**config.mk**
```make
export PLATFORM = sky130hd
export DESIGN_NAME = adjust_button_pulser
export DESIGN_NICKNAME = d
export VERILOG_FILES = /design/src/rtl/adjust_button_pulser.sv
export SDC_FILE = /design/constraint.sdc
export NUM_CORES = 1
export LEC_CHECK = 0
export BUFFER_PORTS_ARGS = -buffer_cell sky130_fd_sc_hd__buf_2
export CORE_MARGIN = 4
export CORE_UTILIZATION = 35
export DETAILED_ROUTE_END_ITERATION = 7
export SLEW_MARGIN = 40
export SYNTH_ARGS = -nofsm -noshare
export SYNTH_HDL_FRONTEND = slang
export SYNTH_SLANG_ARGS = --single-unit
```
**constraint.sdc**
```tcl
create_clock -name clock -period 4.15 [get_ports clock]
set_input_delay 0.415 -clock clock [delete_from_list [all_inputs] [get_ports clock]]
set_output_delay 0.415 -clock clock [all_outputs]
set_load 0.05 [all_outputs]
```
**src/rtl/adjust_button_pulser.sv**
```systemverilog
// Button front end for the offset adjuster: sync, debounce, press-edge detect
// and hold-to-auto-repeat, producing single-cycle up/down step pulses.
module adjust_button_pulser #(
  parameter int unsigned DEBOUNCE_CYCLES = 650000,
  parameter int unsigned REPEAT_DELAY    = 32500000,
  parameter int unsigned REPEAT_PERIOD   = 6500000
) (
  input  logic clock,
  input  logic reset,
  input  logic btn_up_raw,
  input  logic btn_down_raw,
  input  logic adjusting,
  output logic up,
  output logic down,
  output logic up_level,
  output logic down_level
);

  localparam int unsigned MAX_DR = (DEBOUNCE_CYCLES > REPEAT_DELAY) ? DEBOUNCE_CYCLES : REPEAT_DELAY;
  localparam int unsigned MAX_P  = (MAX_DR > REPEAT_PERIOD) ? MAX_DR : REPEAT_PERIOD;
  localparam int unsigned CW     = $clog2(MAX_P) + 1;

  typedef enum logic [1:0] {
    IDLE,
    HOLD_UP,
    HOLD_DOWN,
    LOCKOUT
  } state_t;

  // Index 0 is the up button, index 1 the down button.
  logic [1:0]    sync1;
  logic [1:0]    sync2;
  logic [1:0]    level;
  logic [CW-1:0] db_cnt [2];

  state_t        state;
  state_t        state_next;
  logic [CW-1:0] rpt;
  logic [CW-1:0] rpt_next;
  logic          up_next;
  logic          down_next;

  // Two-flop synchronizer and per-button debounce counter.
  always_ff @(posedge clock or posedge reset) begin
    if (reset) begin
      sync1     <= '0;
      sync2     <= '0;
      level     <= '0;
      db_cnt[0] <= '0;
      db_cnt[1] <= '0;
    end else begin
      sync1 <= {btn_down_raw, btn_up_raw};
      sync2 <= sync1;
      for (int i = 0; i < 2; i++) begin
        if (sync2[i] == level[i]) begin
          db_cnt[i] <= '0;
        end else if (db_cnt[i] == CW'(DEBOUNCE_CYCLES - 1)) begin
          level[i]  <= ~level[i];
          db_cnt[i] <= '0;
        end else begin
          db_cnt[i] <= db_cnt[i] + CW'(1);
        end
      end
    end
  end

  assign up_level   = level[0];
  assign down_level = level[1];

  always_ff @(posedge clock or posedge reset) begin
    if (reset) begin
      state <= IDLE;
      rpt   <= '0;
      up    <= 1'b0;
      down  <= 1'b0;
    end else begin
      state <= state_next;
      rpt   <= rpt_next;
      up    <= up_next;
      down  <= down_next;
    end
  end

  // Pulses are registered in the same cycle the press or repeat is recognised.
  always_comb begin
    state_next = state;
    rpt_next   = rpt;
    up_next    = 1'b0;
    down_next  = 1'b0;
    case (state)
      IDLE: begin
        if (level[0] && level[1]) begin
          state_next = LOCKOUT;
        end else if ((level[0] || level[1]) && !adjusting) begin
          state_next = LOCKOUT;
        end else if (level[0]) begin
          state_next = HOLD_UP;
          up_next    = 1'b1;
          rpt_next   = CW'(REPEAT_DELAY);
        end else if (level[1]) begin
          state_next = HOLD_DOWN;
          down_next  = 1'b1;
          rpt_next   = CW'(REPEAT_DELAY);
        end
      end
      HOLD_UP: begin
        if (level[1] || !adjusting) begin
          state_next = LOCKOUT;
        end else if (!level[0]) begin
          state_next = IDLE;
        end else if (rpt == CW'(1)) begin
          up_next  = 1'b1;
          rpt_next = CW'(REPEAT_PERIOD);
        end else begin
          rpt_next = rpt - CW'(1);
        end
      end
      HOLD_DOWN: begin
        if (level[0] || !adjusting) begin
          state_next = LOCKOUT;
        end else if (!level[1]) begin
          state_next = IDLE;
        end else if (rpt == CW'(1)) begin
          down_next = 1'b1;
          rpt_next  = CW'(REPEAT_PERIOD);
        end else begin
          rpt_next = rpt - CW'(1);
        end
      end
      LOCKOUT: begin
        // Held buttons must be fully released before stepping resumes.
        if (!level[0] && !level[1]) begin
          state_next = IDLE;
        end
      end
      default: state_next = IDLE;
    endcase
  end

endmodule

```
# Word-level counts from Yosys, hierarchy flattened
# Index checks and enable logic that the tools add are counted.
[op_classes] add_sub_neg=3 mul=0 div=0 order_cmp=0 n_eq_ne=19 n_shift=0 muxes=38 bitwise_logic=4 reduce_logical=15
[op_table] operator="two-way mux 26 bit" n=13
[op_table] operator="one-hot mux 26 bit (3 select lines)" n=1
[op_table] operator="adder 26 x 1 -> 26 bit, second input constant" n=2
[op_table] operator="== test 26 x 20 -> 1 bit, second input constant" n=2
[op_table] operator="== test 26 x 1 -> 1 bit, second input constant" n=1
[op_table] operator="subtractor 26 x 1 -> 26 bit, second input constant" n=1
[op_table] operator="two-way mux 2 bit" n=9
[op_table] operator="!= test 2 bit, second input constant" n=7
[op_table] operator="two-way mux 1 bit" n=12
[op_table] operator="!= test 3 bit, second input constant" n=3
[op_table] operator="one-hot mux 2 bit (4 select lines)" n=1
[op_table] operator="AND reduction 8 bit" n=1
[op_table] operator="!= test 5 bit, second input constant" n=1
[op_table] operator="== test 2 bit, second input constant" n=2
[op_table] operator="inverter 1 bit" n=4
[op_table] operator="one-hot mux 1 bit (2 select lines)" n=2
[op_table] operator="AND reduction 2 bit" n=2
[op_table] operator="AND reduction 4 bit" n=1
[op_table] operator="logical AND 1 bit" n=3
[op_table] operator="zero test 1 bit" n=3
[op_table] operator="logical OR 1 bit" n=3
[op_table] operator="nonzero test 3 bit" n=1
[op_table] operator="== test 1 bit" n=2
[op_table] operator="== test 2 x 1 -> 1 bit, second input constant" n=1
[op_table] operator="zero test 2 bit" n=1
[totals] reg_bits=88 latch_bits=0 ramBits=0 rom_bits=0 in_bits=5 out_inout_bits=4 elab_cells=89 n_memories=0

# Logic depth before layout (Yosys ltp)
[depth] ltp_word=5 mapped_depth=10 mapped_depth_nobuf=7

# Least setup slack after synthesis
# OpenSTA, ideal clock, no wires.
[synth_timing] kind="reg2reg" startpoint="reg state[0]" endpoint="reg rpt[19]" setup_ns=0.121 arrival_time_ns=2.057 path_slack_ns=1.972 stages_incl_launch_ff=9 path_buffers=1 synth_period_minus_slack_ns=2.178 path_cell_list="dfrtp_1 -> inv_1 -> ha_1 -> buf_2 -> nor2b_1 -> a211oi_1 -> nand3_1 -> or4_1 -> a22o_1"
[synth_between] elab_chain_len=3
[synth_lines] element="from (decl)" line_no="36" text="state_t state;"
[synth_lines] element="from (signal assigned)" line_no="77" text="state <= state_next;"
[synth_lines] element="== test 2 bit, or another cell as far along" line_no="90" text="case (state)"
[synth_lines] element="!= test 2 bit (no line), or another cell as far along"
[synth_lines] element="AND reduction 8 bit (no line)"
[synth_lines] element="to (signal assigned)" line_no="78" text="rpt <= rpt_next;"
[synth_lines] element="to (decl)" line_no="38" text="logic [CW-1:0] rpt;"
# Several ways; a longest one is shown, not always the timed one.
# A chain may end at the register's enable or synchronous reset.

# Final worst setup path
[layout_timing] startpoint="reg state[0]" endpoint="reg rpt[11]"
# Same word-level chain as after synthesis.

==> flow_metrics.py <==
metrics = {
    "setup_path": {
        "cp_cell_sequence": "inv_1 > ha_1 > nor4bb_1 > a311o_1 > and2_0 > o21ai_1 > nand2_1",
        "worstSetupPathType": "reg -> reg",
        "rrSetupSlack_ns": 1.37,
        "r2r-start": "state[0]$_DFFE_PP0P_",
        "cp-end-kind": "register",
        "cp.arrival_ns": 3.05,
        "required_ns": 4.42,
        "critPathMaxFanout": 17,
        "crit_path_start_kind": "register",
        "max_stage_delay_ns": 0.72,
        "crit_start": "state[0]$_DFFE_PP0P_",
        "critPathTopFamily": "simple AND/OR/NAND/NOR gates",
        "cpMaxStageDelayCell": "and2_0",
        "crit_buf_inv": 1,
        "reg2regPathDepth": 7,
        "cp.depth": 7,
    },
    "global_routing": {
        "grt_pass1_wl_um": 16460,
        "overflow": 0,
        "track_usage": 0.1379,
        "grt_max_degree": 56,
        "antenna_found_initial": 1,
        "grt_pass1_vias": 3368,
    },
    "floorplanning": {
        "die_area_um2": 15180,
        "rows": 41,
        "ios": 9,
        "start_util": 0.3622,
        "die_x_um": 123.2,
        "fp.dieH_um": 123.2,
        "coreArea_um2": 12820,
    },
    "timing": {
        "min_period_ns": 2.785,
        "fmax_mhz": 359.1,
        "rsz0062_at_grt": "false",
        "skew_ns": 0.01220,
        "setup_violations": 0,
        "worstMarginPinSlew_ns": 0.8043,
        "maxSlewViolCount": 0,
        "setup_tns_ns": 0,
        "hold_violations": 0,
        "slew_headroom": 0.4635,
        "post-route-period-util": 0.6711,
    },
    "yosys": {
        "syn_avg_cell_area_um2": 9.442,
        "ys.flop_type": "dfrtp_1",
        "synth-seq-cells": 88,
        "synth_area_um2": 4646,
        "synth_xor_area_frac": 0.1188,
        "synth_cells": 492,
        "synth-seq-area-share": 0.4740,
        "synth.top_cell.area_share": 0.4740,
        "ys_top_cells_by_area": "dfrtp_1, nor2_1, xnor2_1",
        "synth_most_common_cell": "dfrtp_1",
        "synth_simple_gate_area_frac": 0.2720,
        "netlist-cell-type-count": 51,
        "synth_commonest_cells": "dfrtp_1, nor2_1, xnor2_1",
        "synth-edff-count": 0,
        "synthArstFlopShare": 1.000,
        "synth_top_family_by_area": "simple AND/OR/NAND/NOR gates",
        "synth_fp_nets": 505,
        "synth_compound_area_frac": 0.06975,
        "synth.mux.area_fraction": 0.009696,
        "ys_warn_count": 0,
        "synth_fa_ha_area_frac": 0.02155,
        "synth.largest_area_cell": "dfrtp_1",
    },
    "cts": {
        "hold_buffers": 0,
        "clkSinkCount": 88,
        "clk_latency_ns": 0.35,
        "postCtsSetupRepairBufs": 0,
        "htreeDepth": 3,
        "tritoncts": "done",
        "cts_inserted_buffers": 9,
        "cts-resized-gates": 0,
        "root_buffer": "clkbuf_16",
        "clk_path_buf_depth": 2,
        "clkTransAtPathRegs_ns": 0.07,
    },
    "pwr": {
        "ir_drop_uv": 203.8,
        "p_int_uw": 1613,
        "p_leak_uw": 0.002000,
        "total_power_uw": 2362,
        "combPwrFrac": 0.219,
        "swShare": 0.3171,
        "power.share.clock": 0.361,
        "sequentialPowerShare": 0.420,
        "p_sw_uw": 749.0,
        "p_per_area_nw_per_um2": 457.7,
    },
    "drt": {
        "wl_per_cell_um": 14.01,
        "viasPerCell": 5.218,
        "dr_total_vias": 3491,
        "dr.first_iter.drc_count": 101,
        "routed_wl_um": 9371,
        "drtAntennaViolNets": 0,
        "drc": 0,
        "drt_pass1_iterations": 4,
    },
    "run": {
        "max_cap_violations": 0,
    },
    "placement": {
        "hpwl_um": 6357,
        "place.port_buffers": 8,
        "gp_congestion": 0.8849,
        "placedCellCount": 653,
    },
    "worst_hold_path": {
        "hp-class": "in -> async",
    },
    "cells_and_area": {
        "area_growth_pct": 11.07,
        "n_antenna_cell": 0,
        "final_cells": 669,
        "fillCellCount": 1271,
        "drive_above_1_share": 0.08853,
        "layout.nets": 505,
    },
    "outcome": {
        "status": "completed",
    },
}
-- cells by family (layout without fill, tap and decap cells) --
family	after synthesis	count (layout)
xor+xnor	63	63
flops	88	88
buf+inv	38	43
fa+ha+maj	8	8
simple gates	240	240
mux	4	4
compound gates	51	51
-- metrics by stage --
| step | instance area, um2 | utilization | hold slack (ns) | setup slack [ns] |
|---|---|---|---|---|
| final | 5160 | 0.4023 | 0.1018 | 1.365 |
| after global routing | 5160 | 0.4023 | 0.1469 | 1.076 |
| after CTS | 5156 | 0.4020 | 0.1214 | 1.375 |
| after detailed placement | 4838 | 0.3773 | 0.3389 | 1.396 |
| after global placement | 4826 | 0.3763 | 0.3382 | 1.499 |
| after floorplan | 4646 | - | 0.3312 | 1.456 |
-- worst paths after layout --
path                                   endpoint
min                        db_cnt[41]$_DFF_PP0_
min reg2reg                  sync2[0]$_DFF_PP0_
min in group clock           sync1[1]$_DFF_PP0_
max in group asynchronous  db_cnt[26]$_DFF_PP0_
max                         rpt[11]$_DFFE_PP0P_
max reg2reg                 rpt[11]$_DFFE_PP0P_
-- final cells by class --
| class | instances | area, um2 | area share |
|---|---|---|---|
| Multi-Input combinational cell | 366 | 2297 | 0.4452 |
| Sequential cell | 88 | 2202 | 0.4268 |
| Clock buffer | 12 | 266.5 | 0.05165 |
| Tap cell | 172 | 215.2 | 0.04171 |
| Inverter | 16 | 65.06 | 0.01261 |
| Timing Repair Buffer | 11 | 62.56 | 0.01212 |
| Clock inverter | 4 | 51.30 | 0.009942 |
-- cells in the final DEF (no fill, tap or decap), types with 4 or more instances in the layout --
| master | count |
|---|---|
| and4_1 | 8 |
| dfrtp_1 | 88 |
| o21ai_0 | 17 |
| or3_1 | 4 |
| xnor2_1 | 34 |
| buf_2 | 8 |
| and3_1 | 7 |
| nand4_1 | 25 |
| ha_1 | 8 |
| nand2_1 | 28 |
| clkbuf_16 | 9 |
| a22o_1 | 6 |
| xor2_1 | 29 |
| nor2_1 | 83 |
| inv_1 | 15 |
| mux2_2 | 4 |
| nor3_1 | 18 |
| a21oi_1 | 12 |
| nand3_1 | 23 |
| nor4_1 | 13 |
-- registers in the layout, summed over array words and instances, names as in the netlist --
signal / cells
state: 2
sync1: 2
level: 2
db_cnt: 52
down: 1
rpt: 26
sync2: 2
up: 1
-- power by group through the flow --
| stage | registers (uW) | logic, uW | clock network, uW |
|---|---|---|---|
| floorplan | 988 | 408 | 0 |
| global placement | 1000 | 502 | 0 |
| detailed placement | 1010 | 515 | 0 |
| CTS | 991 | 516 | 872 |
| global route | 1000 | 589 | 915 |
| finish | 992 | 516 | 853 |
-- per-layer routing --
metal | track usage | part of all wire | wire length, um
met2 | 0.2076 | 0.46 | 4307
met3 | 0.03614 | 0.038 | 359
met4 | 0.06990 | 0.021 | 198
met5 | 0 | 0.00075 | 7
met1 | 0.1834 | 0.48 | 4499
Power figures use the tool's default switching activity.
